<file path="config.mk">
export PLATFORM = sky130hd
export DESIGN_NAME = executor_funcao
export DESIGN_NICKNAME = d
export VERILOG_FILES = /design/src/rtl/exec_pkg.sv /design/src/rtl/detector_borda.sv /design/src/rtl/executor_funcao.sv
export SDC_FILE = /design/constraint.sdc
export NUM_CORES = 1
export LEC_CHECK = 0
export ABC_AREA = 1
export CAP_MARGIN = 20
export CORE_UTILIZATION = 51
export DETAILED_ROUTE_END_ITERATION = 8
export PLACE_DENSITY_LB_ADDON = 0.1
export RECOVER_POWER = 50
export SLEW_MARGIN = 20
export SYNTH_ARGS = -nofsm -noshare
export SYNTH_HDL_FRONTEND = slang
export SYNTH_HIERARCHICAL = 1
export SYNTH_SLANG_ARGS = --single-unit
</file>
<file path="constraint.sdc">
create_clock -name clk -period 2.3 [get_ports clk]
set_clock_uncertainty 0.05 [all_clocks]
set_input_delay 0.69 -clock clk [delete_from_list [all_inputs] [get_ports clk]]
set_output_delay 0.69 -clock clk [all_outputs]
set_load 0.005 [all_outputs]
</file>
<file path="src/rtl/exec_pkg.sv">
// Shared types and field layout for the function executor stage.
package exec_pkg;

  typedef enum logic [1:0] {IDLE, RUN, DONE, DENY} estado_t;

  localparam int unsigned PERF_LSB = 0;
  localparam int unsigned PERF_W   = 3;
  localparam int unsigned FUNC_LSB = 3;
  localparam int unsigned FUNC_W   = 3;

  localparam logic [FUNC_W-1:0] FUNC_NONE = 3'd0;

endpackage

</file>
<file path="src/rtl/detector_borda.sv">
// Rising-edge detector for a synchronised level input; the register reset
// value is configurable so a level held through reset need not fire.
module detector_borda #(
  parameter logic RST_VAL = 1'b0
) (
  input  logic clk,
  input  logic rst_n,
  input  logic sinal,
  output logic borda_c
);

  logic sinal_q;

  always_ff @(posedge clk) begin
    if (!rst_n) sinal_q <= RST_VAL;
    else        sinal_q <= sinal;
  end

  assign borda_c = sinal & ~sinal_q;

endmodule

</file>
<file path="src/rtl/executor_funcao.sv">
// Captures the selector result on a confirm edge and runs a timed execution
// window or reports a denial. Optional completion counter: EXEC_COUNT_EN.
module executor_funcao
  import exec_pkg::*;
#(
  parameter int unsigned DUR_CYCLES = 100,
  parameter int unsigned CNT_W      = 16
) (
  input  logic             clk,
  input  logic             rst_n,
  input  logic [5:0]       sel_in,
  input  logic             confirma,
  input  logic             cancela,
  output logic             ocupado,
  output logic [2:0]       func_ativa,
  output logic [2:0]       perfil_ativo,
  output logic [CNT_W-1:0] restante,
  output logic             concluido,
  output logic             negado,
  output logic             cancelado,
  output logic [7:0]       n_exec
);

  localparam logic [CNT_W-1:0] CNT_CARGA = CNT_W'(DUR_CYCLES - 1);
  localparam logic [CNT_W-1:0] CNT_DUR   = CNT_W'(DUR_CYCLES);

  logic              borda_c;
  logic [FUNC_W-1:0] func_sel;
  logic [PERF_W-1:0] perf_sel;

  estado_t           estado_q;
  logic [CNT_W-1:0]  cnt_q;
  logic [CNT_W-1:0]  restante_q;
  logic [FUNC_W-1:0] func_q;
  logic [PERF_W-1:0] perf_q;
  logic              ocupado_q;
  logic              concluido_q;
  logic              negado_q;
  logic              cancelado_q;

  // Register resets to 1 so a button held through reset is not an edge.
  detector_borda #(.RST_VAL(1'b1)) u_borda (
    .clk     (clk),
    .rst_n   (rst_n),
    .sinal   (confirma),
    .borda_c (borda_c)
  );

  assign func_sel = sel_in[FUNC_LSB +: FUNC_W];
  assign perf_sel = sel_in[PERF_LSB +: PERF_W];

  // Control FSM; restante tracks counter+1 so it is a plain register copy.
  always_ff @(posedge clk) begin
    if (!rst_n) begin
      estado_q    <= IDLE;
      cnt_q       <= '0;
      restante_q  <= '0;
      func_q      <= '0;
      perf_q      <= '0;
      ocupado_q   <= 1'b0;
      concluido_q <= 1'b0;
      negado_q    <= 1'b0;
      cancelado_q <= 1'b0;
    end else begin
      concluido_q <= 1'b0;
      negado_q    <= 1'b0;
      cancelado_q <= 1'b0;
      case (estado_q)
        IDLE: begin
          if (borda_c) begin
            if (func_sel != FUNC_NONE) begin
              estado_q   <= RUN;
              func_q     <= func_sel;
              perf_q     <= perf_sel;
              cnt_q      <= CNT_CARGA;
              restante_q <= CNT_DUR;
              ocupado_q  <= 1'b1;
            end else begin
              estado_q <= DENY;
              negado_q <= 1'b1;
              func_q   <= '0;
              perf_q   <= '0;
            end
          end
        end
        RUN: begin
          if (cancela) begin
            estado_q    <= IDLE;
            cancelado_q <= 1'b1;
            ocupado_q   <= 1'b0;
            func_q      <= '0;
            perf_q      <= '0;
            cnt_q       <= '0;
            restante_q  <= '0;
          end else if (cnt_q == '0) begin
            estado_q    <= DONE;
            concluido_q <= 1'b1;
            ocupado_q   <= 1'b0;
            restante_q  <= '0;
          end else begin
            cnt_q      <= cnt_q - CNT_W'(1);
            restante_q <= cnt_q;
          end
        end
        DONE: begin
          estado_q <= IDLE;
          func_q   <= '0;
          perf_q   <= '0;
        end
        DENY: begin
          estado_q <= IDLE;
        end
        default: begin
          estado_q <= IDLE;
        end
      endcase
    end
  end

  assign ocupado      = ocupado_q;
  assign func_ativa   = func_q;
  assign perfil_ativo = perf_q;
  assign restante     = restante_q;
  assign concluido    = concluido_q;
  assign negado       = negado_q;
  assign cancelado    = cancelado_q;

`ifdef EXEC_COUNT_EN
  logic [7:0] n_exec_q;

  // Counts on the same edge that raises concluido; saturates at 255.
  always_ff @(posedge clk) begin
    if (!rst_n) begin
      n_exec_q <= 8'd0;
    end else if (estado_q == RUN && !cancela && cnt_q == '0 && n_exec_q != 8'hFF) begin
      n_exec_q <= n_exec_q + 8'd1;
    end
  end

  assign n_exec = n_exec_q;
`else
  assign n_exec = 8'd0;
`endif

endmodule

</file>
==> summary.md, run 1 <==
| Metric | Value |
|---|---|
| Cell family contributing the most delay on the critical path | buffers and inverters |
| Die Width | 68.0 um |
| Vias after detailed routing | 2,130 |
| Synth warnings | 6 |
| Final Max Slew Viols | 0 |
| Largest area contributor in the netlist | dfxtp_1 |
| Status | completed |
| Total power | approximately 3.6 mW |
| PD cells | 1280 mW/mm2 |
| Fraction of registers with async set/reset | 0 |
| Relative slew margins | 0.505 |
| Pint | 2.05 mW |
| WL per Instance | 12.1 um |
| Setup Crit Path Kind | in2reg |
| FF+latch count, synth | 45 |
| Worst skew pair latency | 0.30 ns |
| Largest net degree at the start of global routing | 25 |
| CTS resizes | 0 |
| WP data arrival | roughly 2.2 ns |
| Most frequent cells after synthesis | nand2_1, nor2_1, dfxtp_1 |
| Avg Synthesized Cell Area | 7.06 um2 |
| Most frequent cell after synthesis | nand2_1 |
| Yosys top cell area share | 0.406 |
| Antenna diodes | 0 |
| RR Endpoint | cnt_q[5] |
| Fin worst setup slack | 0.300 ns |
| RSZ-0062 raised after global routing | no |
| Reg2Reg Setup Slack | 0.55 ns |
| Starting Density | 0.543 |
| Clk sinks | 45 |
| Setup_tns | 0 ns |
| Post-DP HPWL | 3710 um |
| Nets@finish | 374 |
| Die Height | ~68 um |
| Die area | between 0.004 and 0.005 mm2 |
| Part of the Yosys area used for sequential elements | 0.406 |
| CTS tree | done |
| Vias in the first global route | 1,895 |
| Switching share of power | 0.424 |
| Hold Path End | func_ativa[1] |
| Tmin final | 2.00 ns |
| Final wirelength | between 4000 and 5000 um |
| Core area | 0.00409 mm2 |
| Boundary pin count | between 40 and 50 |
| CTS max path bufs | 2 |
| Critical Path RT | about 2.5 ns |
| # setup viols final | 0 |
| Slowest stage delay, CP | ~0.54 ns |
| Worst path slowest cell | dlygate4sd3_1 |
| Hold Violations, Final | 0 |
| Routed Antenna Nets | 0 |
| Max_cap viols | 0 |
| Worst vdd ir | 0.000904 V |
| GRT Util Overall | 0.246 |
| Top post-synthesis cells by area | dfxtp_1, nand2_1, nor2_1 |
| Synth cell types | 27 |
| Net Sw Power | 1.51 mW |
| Residual DRC | 0 |
| Lkg Pwr | between 1 and 1.5 nW |
| Worst Hold Depth | 2 |
| Initial antenna violation count | 0 |
| Share of cells above drive strength 1 | 0.119 |
| R2R depth | 11 |
| Fraction of the cycle the final worst path needs | 0.869 |
| Post-synthesis cell count | around 310 |
| Post-synth top flop | dfxtp_1 |
| Post-Place Worst Slack | -0.00228 ns |
| Endpoint type of the worst setup path | flip-flop |
| Postcts setup bufs | 0 |
| Root Driver | clkbuf_8 |
| Worst hold path type | reg2reg |
| Grt ovf | 0 |
| Placed insts | roughly 400 |
| PortBufs | 35 |
| Hold Crit Start | func_ativa[1] |
| Htree depth | 2 |
| Mapped Area | 0.00222 mm2 |
| Row cnt | 23 |
| Sequential share of power | 0.309 |
| Non-filler cells, final | about 400 |
| First-pass GRT wire length | 8490 um |
| Logic pwr share | 0.489 |
| Fmax achieved | roughly 500 MHz |
| Drt via density | 5.18 |
| Buf+Inv Stages, Crit Path | 3 |
| Gpl congestion | 0.866 |
| Hold-fix buffers at CTS | 0 |
| Crit-path cells | dlygate4sd3_1 > clkbuf_1 > o21ai_2 > inv_2 > nand2_1 > nor2_1 |
| Initial DRC count | around 170 |
| Post-synth EDFFs | 0 |
| Reg2reg start | estado_q[1] |
| Worst Tran Pin Value | 0.742 ns |
| CTS clk-pin slew, worst paths | 0.09 ns |
| CP startpoint kind | primary input |
| Layout overhead on the synthesized area | 25.3% |
| Worst Path Max Fanout | 13 |
| CTS Buf Count | 5 |
| TritonRoute pass-1 iters | 5 |
| Clk pwr share | 0.202 |
## metal layers
layer / track usage / wire [um] / vias up
met5: 0 / 0 / -
met4: 0.0938 / 91 / 0
met3: 0.0500 / 292 / 11
met2: 0.371 / 2150 / 74
met1: 0.343 / 2450 / 955
li1: - / - / 1090
## how the worst max path moves through the flow
stage                   start        end  slack [ns]  cells after the start
finish                  rst_n  cnt_q[14]        0.30                      6
global route         confirma   cnt_q[5]        0.17                     11
CTS                 sel_in[5]   cnt_q[5]        0.31                     11
detailed placement  sel_in[5]   cnt_q[5]      -0.002                     11
global placement    sel_in[5]   cnt_q[5]        0.05                     11
floorplan            confirma   cnt_q[2]        0.56                     10
## cells in the final DEF (no fill, tap or decap), types with 5 or more instances in the layout
| cell | instances |
|---|---|
| o21ai_1 | 7 |
| nand4_1 | 21 |
| nand3_1 | 13 |
| clkdlybuf4s50_1 | 10 |
| dfxtp_1 | 45 |
| a21oi_1 | 23 |
| dlygate4sd3_1 | 25 |
| conb_1 | 8 |
| clkbuf_8 | 5 |
| nor2_1 | 47 |
| nand2_1 | 71 |
| buf_4 | 15 |
| nor2_2 | 5 |
| inv_2 | 7 |
| inv_1 | 27 |
| nor3_1 | 5 |
## state kept, by name, summed over array words and instances, names as in the netlist
register	count
cancelado	1
cnt_q	16
concluido	1
estado_q	2
func_ativa	3
negado	1
ocupado	1
perfil_ativo	3
restante	16
u_borda/sinal_q	1
## stage by stage
stage,area [um2],hold WS (ns),util
after global routing,2780,0.438,0.680
after detailed placement,2650,0.403,0.647
final,2780,0.411,0.680
after CTS,2780,0.416,0.681
after floorplan,2240,0.405,-
after global placement,2650,0.401,0.647
## worst register-to-register path: stages (launching register included)
cell and delay, ns:
dfxtp_1 0.32, inv_1 0.09, ha_1 0.22, inv_2 0.06, nor2_1 0.18, nor2_2 0.06
buf_4 0.16, nand2_4 0.09, inv_2 0.09, buf_4 0.15, o21ai_1 0.12, nor2_1 0.06
## logic make-up (layout without fill, tap and decap cells)
group	after synthesis	after routing	share of synthesized area
adders and majority gates	4	4	0.0226
and+or+nand+nor	168	168	0.345
AOI/OAI and AO/OA	41	41	0.0998
xor gates and xnor gates	2	2	0.00790
buffers and inverters	53	93	0.117
other	1	8	0.00169
DFF	45	45	0.406
## final cells by class
cell class                 instances  area (um2)
tap                               50        62.6
timing repair buffer              51         467
multi-input combinational        223        1080
clock inverter                     3        68.8
inverter                          34         128
fill                             372        1310
sequential                        45         901
clock buffer                       5        68.8
## power by group through the flow
stage	Clock (mW)	Sequential [mW]	Combinational, mW
floorplan	0	1.07	1.31
global placement	0	1.11	1.72
detailed placement	0	1.12	1.75
CTS	0.731	1.10	1.76
global route	0.765	1.12	1.97
finish	0.719	1.10	1.74
No activity file was read; power rests on OpenSTA's default activity.
==> inputs of run 2 (changes only) <==
Settings changed: REMOVE_ABC_BUFFERS set to 1.
==> run 2 against run 1 <==
Against the previous run: core utilization rose by 0.15 points; clock power barely moved; sequential share of layout area fell by 0.073 points; first-iteration DRC count fell by 13%; sequential cell count did not move; register-to-register slack got worse by 0.19 ns; die area did not move; fmax fell by 4.3%; non-clock buffer count rose by 1; via count fell by 2.9%; combinational power barely moved; routed wire length rose by 0.44%.
==> summary.md, run 2 (synthesized netlist as in run 1, its figures left out) <==
| Metric | Value |
|---|---|
| Die Width | 68.0 um (unchanged) |
| Starting Density | 0.543 (unchanged) |
| Most frequent cells in the layout | nand2_1, nor2_1, dfxtp_1 |
| Crit path depth | 10 (+4) |
| Critical Path RT | 2.45 ns (-0.05 ns) |
| Buf+Inv Stages, Crit Path | 3 (unchanged) |
| Setup_tns | 0 ns (unchanged) |
| Lkg Pwr | 1.24 nW (+0.73%) |
| Post-Place Worst Slack | -0.0734 ns (-0.0712 ns) |
| Die Height | 68.0 um (unchanged) |
| Worst vdd ir | 0.000649 V (-28%) |
| CP endpoint | cnt_q[5] |
| Gpl congestion | 0.889 (+2.7%) |
| Initial antenna violation count | 0 (unchanged) |
| GRT Util Overall | 0.238 (-0.00882) |
| Pint | 2.04 mW (-0.50%) |
| Largest net degree at the start of global routing | 25 (unchanged) |
| CTS max path bufs | 2 (unchanged) |
| Worst Tran Pin Value | 0.496 ns (-0.246 ns) |
| PD cells | 1280 mW/mm2 (-0.32%) |
| Post-DP HPWL | 3600 um (-2.9%) |
| Crit-path cells | clkdlybuf4s50_1 > inv_1 > nor2_2 > nor2_1 > nor2_2 > nand2_4 > inv_2 > nand2_1 > nor2_1 > nor2_1 |
| Root Driver | clkbuf_8 |
| Slowest stage delay, CP | 0.45 ns (-0.09 ns) |
| Register area | 901 um2 (unchanged) |
| Nets@finish | 375 (+0.27%) |
| Core area | 0.00409 mm2 (unchanged) |
| Switching share of power | 0.426 (+0.00235) |
| Drt via density | 5.02 (-3.1%) |
| Final Max Slew Viols | 0 (unchanged) |
| Grt ovf | 0 (unchanged) |
| R2R depth | 10 (-1) |
| Final wirelength | 5000 um (+0.44%) |
| RR Endpoint | perfil_ativo[1] |
| Logic pwr share | 0.492 (+0.003) |
| Postcts setup bufs | 0 (unchanged) |
| # setup viols final | 0 (unchanged) |
| CTS tree | done |
| WL per Instance | 12.1 um (+0.20%) |
| Total power | 3.55 mW (about the same) |
| Worst path slowest cell | clkdlybuf4s50_1 |
| Relative slew margins | 0.668 (+0.163) |
| Sequential share of power | 0.304 (-0.005) |
| Most common cell after layout, fill and taps aside | nand2_1 |
| Cell family contributing the most delay on the critical path | simple AND/OR/NAND/NOR gates |
| CTS Buf Count | 5 (unchanged) |
| First-pass GRT wire length | 8180 um (-3.7%) |
| Setup Crit Path Kind | in2reg |
| Worst path most repeated cell | nor2_1 |
| CP startpoint kind | primary input |
| Routed Antenna Nets | 0 (unchanged) |
| Worst hold path type | reg2reg |
| RSZ-0062 raised after global routing | no |
| Row cnt | 23 (unchanged) |
| Hold Violations, Final | 0 (unchanged) |
| CTS resizes | 0 (unchanged) |
| Clk pwr share | 0.203 (about the same) |
| Endpoint type of the worst setup path | flip-flop |
| PortBufs | 35 (unchanged) |
| Initial DRC count | 150 (-13%) |
| Fin worst setup slack | 0.210 ns (-0.0899 ns) |
| Htree depth | 2 (unchanged) |
| Net Sw Power | 1.51 mW (+0.46%) |
| Antenna diodes | 0 (unchanged) |
| Hold-fix buffers at CTS | 0 (unchanged) |
| Tmin final | 2.09 ns (+0.0899 ns) |
| Fraction of the cycle the final worst path needs | 0.909 (+0.0391) |
| Fmax achieved | 479 MHz (-4.3%) |
| Worst skew pair latency | 0.30 ns (about the same) |
| Clk sinks | 45 (unchanged) |
| Vias in the first global route | 1,884 (-0.58%) |
| TritonRoute pass-1 iters | 5 (unchanged) |
| Residual DRC | 0 (unchanged) |
| Layout overhead on the synthesized area | 25.5% |
| Final hold slack | 0.407 ns (-0.00316 ns) |
| WP data arrival | 2.24 ns (+0.04 ns) |
| Vias after detailed routing | 2,069 (-2.9%) |
| Util after Layout | 0.682 (+0.00153) |
| Filler cell count in the final layout | 362 (-2.7%) |
| Multi-input gate area | 0.00108 mm2 (-0.69%) |
| Worst setup path start | confirma |
| Boundary pin count | 44 (unchanged) |
| Reg2Reg Setup Slack | 0.36 ns (-0.19 ns) |
| Reg2reg start | estado_q[1] |
| Die area | 0.00462 mm2 (unchanged) |
| Share of cells above drive strength 1 | 0.113 (-0.00585) |
| Max_cap viols | 0 (unchanged) |
| Worst Path Max Fanout | 13 (unchanged) |
| CTS clk-pin slew, worst paths | 0.09 ns (about the same) |
| Status | completed |
run 2: per-layer routing:
layer / GRT usage / wire length (um)
met4: 0.0938 / 63
met3: 0.0533 / 289
met5: 0 / 0
met1: 0.290 / 2290
met2: 0.401 / 2360
run 2: cell type report:
class,count,share of cell area
sequential,45,0.323
clock inverter,3,0.0247
tap,50,0.0225
timing repair buffer,52,0.173
clock buffer,5,0.0247
multi-input combinational,223,0.386
inverter,34,0.0458
run 2: metrics by stage:
stage / instance area (um2) / instances
2_1_floorplan: 2110 / 302
3_3_place_gp: 2670 / 404
3_5_place_dp: 2670 / 404
6_report: 2790 / 412
5_1_grt: 2790 / 412
4_1_cts: 2800 / 412
run 2: how the worst min path moves through the flow:
stage	start	to	slack (ns)	cells after the start
after floorplan	ocupado	ocupado	0.41	2
after global routing	ocupado	ocupado	0.43	2
final	ocupado	ocupado	0.41	2
after detailed placement	ocupado	ocupado	0.40	2
after CTS	ocupado	ocupado	0.41	2
after global placement	restante[7]	restante[7]	0.40	2
run 2: worst min-delay path, delay by kind of cell, from the launching register on:
| family | cells | cell delay [ns] |
|---|---|---|
| simple gates | 1 | 0.06 |
| flops | 1 | 0.31 |
| compound gates | 1 | 0.05 |
run 2: power by group through the flow:
stage | Sequential [mW] | Clock, mW | Combinational [mW]
2_1_floorplan | 1.07 | 0 | 1.20
3_3_place_gp | 1.10 | 0 | 1.74
3_5_place_dp | 1.10 | 0 | 1.75
4_1_cts | 1.08 | 0.733 | 1.78
5_1_grt | 1.11 | 0.761 | 1.98
6_report | 1.08 | 0.722 | 1.75
==> inputs of run 3 (changes only) <==
Settings changed: CTS_CLUSTER_SIZE set to 28.
==> results of run 3 <==
No change in the layout: final DEF, timing and power equal those of run 2.
